`src/rtl/lfsr_rng_arbiter.sv`:
```
// Two-requester round-robin front end for one 5-bit maximal-length LFSR.
// Each grant pulse hands out the current value, then the register steps.
module lfsr_rng_arbiter #(
  parameter logic [4:0] RESET_SEED = 5'b00001
) (
  input  logic       sys_clk,
  input  logic       sys_rst_n,
  input  logic [1:0] req,
  input  logic       seed_load,
  input  logic [4:0] seed_val,
  output logic [1:0] gnt,
  output logic       rnd_valid,
  output logic [4:0] rnd_data,
  output logic       busy
);

  typedef enum logic [1:0] {
    IDLE,
    SEED,
    SERVE,
    GAP
  } state_t;

  state_t     state_q, state_d;
  logic [4:0] lfsr_q, lfsr_d;
  logic [4:0] seed_q, seed_d;
  logic       last_q, last_d;
  logic       win_q, win_d;
  logic       win_c;

  // Single requester wins outright; a tie goes to the one not served last.
  always_comb begin
    win_c = ~last_q;
    unique case (1'b1)
      (req == 2'b01): win_c = 1'b0;
      (req == 2'b10): win_c = 1'b1;
      default:        win_c = ~last_q;
    endcase
  end

  always_comb begin
    state_d   = state_q;
    lfsr_d    = lfsr_q;
    seed_d    = seed_q;
    last_d    = last_q;
    win_d     = win_q;
    gnt       = 2'b00;
    rnd_valid = 1'b0;
    rnd_data  = 5'b00000;
    busy      = 1'b0;
    unique case (state_q)
      IDLE: begin
        if (seed_load) begin
          state_d = SEED;
          seed_d  = seed_val;
        end else if (|req) begin
          state_d = SERVE;
          win_d   = win_c;
        end
      end
      SEED: begin
        state_d = IDLE;
        lfsr_d  = (seed_q == 5'b00000) ? RESET_SEED : seed_q;
      end
      SERVE: begin
        gnt       = win_q ? 2'b10 : 2'b01;
        rnd_valid = 1'b1;
        rnd_data  = lfsr_q;
        busy      = 1'b1;
        lfsr_d    = {lfsr_q[3:0], lfsr_q[4] ^ lfsr_q[2]};
        last_d    = win_q;
        state_d   = GAP;
      end
      GAP: begin
        busy    = 1'b1;
        state_d = IDLE;
      end
      default: state_d = IDLE;
    endcase
  end

  // Outputs decode from state, so an async reset clears them at once.
  always_ff @(posedge sys_clk or negedge sys_rst_n) begin
    if (!sys_rst_n) begin
      state_q <= IDLE;
      lfsr_q  <= RESET_SEED;
      seed_q  <= RESET_SEED;
      last_q  <= 1'b1;
      win_q   <= 1'b0;
    end else begin
      state_q <= state_d;
      lfsr_q  <= lfsr_d;
      seed_q  <= seed_d;
      last_q  <= last_d;
      win_q   <= win_d;
    end
  end

endmodule

```
`config.mk`:
```
export PLATFORM = sky130hd
export DESIGN_NAME = lfsr_rng_arbiter
export DESIGN_NICKNAME = d
export VERILOG_FILES = /design/src/rtl/lfsr_rng_arbiter.sv
export SDC_FILE = /design/constraint.sdc
export NUM_CORES = 1
export LEC_CHECK = 0
export CAP_MARGIN = 20
export CORE_UTILIZATION = 42
export DETAILED_ROUTE_END_ITERATION = 16
export PLACE_DENSITY = 0.75
export SYNTH_ARGS = -nofsm -noshare
export SYNTH_HDL_FRONTEND = slang
export SYNTH_SLANG_ARGS = --single-unit
export TNS_END_PERCENT = 1
```
`constraint.sdc`:
```
create_clock -name sys_clk -period 1.4 [get_ports sys_clk]
set_clock_uncertainty 0.15 [all_clocks]
set_input_delay 0.28 -clock sys_clk [delete_from_list [all_inputs] [get_ports sys_clk]]
set_output_delay 0.28 -clock sys_clk [all_outputs]
set_load 0.01 [all_outputs]
```
==> flow_summary.toml <==
[layout]
final_common_cell = "buf_4"
register_area_um2 = 354
nFillCells = 106
post-route-util = 0.787
multi_input_area_um2 = 492
syn2layout_area_growth_pct = 66.7
drive_gt1_frac = 0.568
nets = 128
final_cell_mix = "buf_4 (15), dfrtp_1 (11), buf_6 (10)"
n_antenna_cell = 0

[grt]
grt_pass1_wl_um = 3020
grt_overflow = 0
grt_pass1_vias = 624
gr-usage-all-layers = 0.221
grtUsageMet3 = 0.0367
grt_busiest_layer = "met2"
grt_start_max_net_pins = 15
grt_use_met1 = 0.296
antenna_found_initial = 0
use_met2 = 0.338

[synth]
synth_adder_area_share = 0.101
synth_nets = 88
avgSynthCellArea_um2 = 10.3
synth-compound-area-share = 0.119
synthMuxAreaShare = 0.0756
yosysWarnings = 0
synth.distinct_cells = 24
synth-seq-cells = 14
synthCells = 72
syn-cell-area_um2 = 744
yosysTopAreaCell = "dfrtp_1"
synth_top_family_by_area = "simple AND/OR/NAND/NOR gates"
synth_xor_area_frac = 0.0118
synth_area_leaders = "dfrtp_1 (37%), dfstp_2 (11%), ha_1 (10%)"
synth-seq-area-share = 0.476
synth-simple-area-share = 0.176
yosysTopAreaCellShare = 0.370

[cts]
htreeDepth = 1
root_buffer = "clkbuf_4"
clk_path_buf_depth = 2
clk_latency_ps = 290
cts_sinks = 14
cts_buffers = 3
holdBufCountCts = 0
clkTransAtPathRegs_ps = 80
cts_tree = "yes"

[timing]
setup-violations-final = 22
rsz0062_at_grt = "yes"
min_period_over_period = 1.23
max_freq_mhz = 579
setup_tns_ps = -3180
worst_slack_ps = -327
period_needed_ps = 1730
finalHoldViolations = 0
holdWs_ps = 135
slew_viol_final = 0
tightest_slew_ps = 358
relSlewSlack = 0.759

[route]
ant_nets = 0
wl_per_cell_um = 14.5
routed_wl_um = 1840
drt-initial-drc-count = 24
viasPerCell = 5.45
firstDrtPassIters = 6
num_vias = 692
drcViolationCount = 0

[setup_path]
slowest_delay_ps = 430
crit_slowest_cell = "dfrtp_1"
startpoint_type = "flip-flop"
cp_data_arrival_time_ps = 1300
cpMostUsedCell = "buf_6"
crit_buf_inv = 2
worst-path-max-fanout = 8
crit_required_ps = 970
cpLargestDelayFamily = "flip-flops"
critPathKind = "flip-flop to primary output"
crit_chain = "ha_4, buf_6, and2_4, buf_6"
cp-end-kind = "primary output"

[die]
io-pin-count = 19
fp.dieH_um = 44.1
die_w_um = 44.1
start_util = 0.472
dieArea_um2 = 1940
rows = 14
core_area_um2 = 1580

[hold_path]
min_path_type = "input pin to async pin"

[place]
dp_hpwl_um = 1130
io_buffers = 18
place.gp.congestion = 0.816
post-place-ws_ps = -390

[run]
cap_violations = 0

[power]
p_leak_nw = 0.577
max-vdd-ir-drop_mv = 1.41
p_total_mw = 2.97
power_density_nw_per_um2 = 2390

[status]
violations = "setup timing"
status = "complete, but fails checks"
layer usage:
layer	up-vias	wire, um
li1	323	-
met1	336	783
met2	26	926
met3	7	82
met4	0	44
met5	-	0
metrics by stage:
stage | instances | instance area [um^2]
after floorplan | 72 | 767
after global placement | 118 | 1060
after detailed placement | 118 | 1060
after CTS | 126 | 1210
after global routing | 127 | 1240
final | 127 | 1240
synthesized netlist by cell type:
cell      count
dfrtp_1      11
a21oi_1      10
nor2_1        9
and2_1        6
ha_1          6
mux2_2        5
inv_1         4
dfstp_2       3
nand2_1       2
nand2b_1      2
a21o_1        1
a221oi_1      1
a311oi_1      1
buf_4         1
clkbuf_1      1
inv_2         1
nor3_1        1
nor3b_1       1
nor4_2        1
nor4b_1       1
o21ai_0       1
o311ai_0      1
or2_2         1
xnor2_1       1
timing repair:
action	4_1_cts	5_1_grt
buffers inserted	4	1
pin swaps	10	6
resized for setup	68	8
setup endpoints to repair	22	22
flip-flops by register name, indices dropped and copies added, names as in the netlist:
signal   flops
last_q       1
win_q        1
seed_q       5
lfsr_q       5
state_q      2
report_power, final:
group          leakage, nW  total (mW)  internal (mW)  switching [mW]
clock               0.0150       0.248          0.111           0.137
combinational        0.403        1.90           1.12           0.783
sequential           0.160       0.823          0.652           0.170
logic make-up after synthesis:
family	count (synthesis)
flip-flops	14
buffers and inverters	7
adder cells (fa/ha/maj)	6
XOR/XNOR	1
multiplexers	5
AND/OR/NAND/NOR	24
AO/OA/AOI/OAI	15
path summary, 6_finish.rpt:
kind | startpoint | cells after the start | to | slack [ps]
hold reg to reg | lfsr_q[0] | 2 | lfsr_q[0] | 380
min in group sys_clk | lfsr_q[0] | 2 | lfsr_q[0] | 380
setup / recovery | state_q[1] | 4 | gnt[1] | -330
max in group asynchronous | sys_rst_n | 2 | lfsr_q[0] | 720
setup reg to reg | state_q[1] | 6 | lfsr_q[0] | -200
hold / removal | sys_rst_n | 2 | lfsr_q[2] | 140
cell type report:
cell class                      count  area share
Clock buffer                        4      0.0212
Inverter                            5      0.0151
Multi-Input combinational cell     51       0.396
Sequential cell                    14       0.285
Tap cell                           16      0.0161
Timing Repair Buffer               37       0.266
No activity file was read; power rests on OpenSTA's default activity.
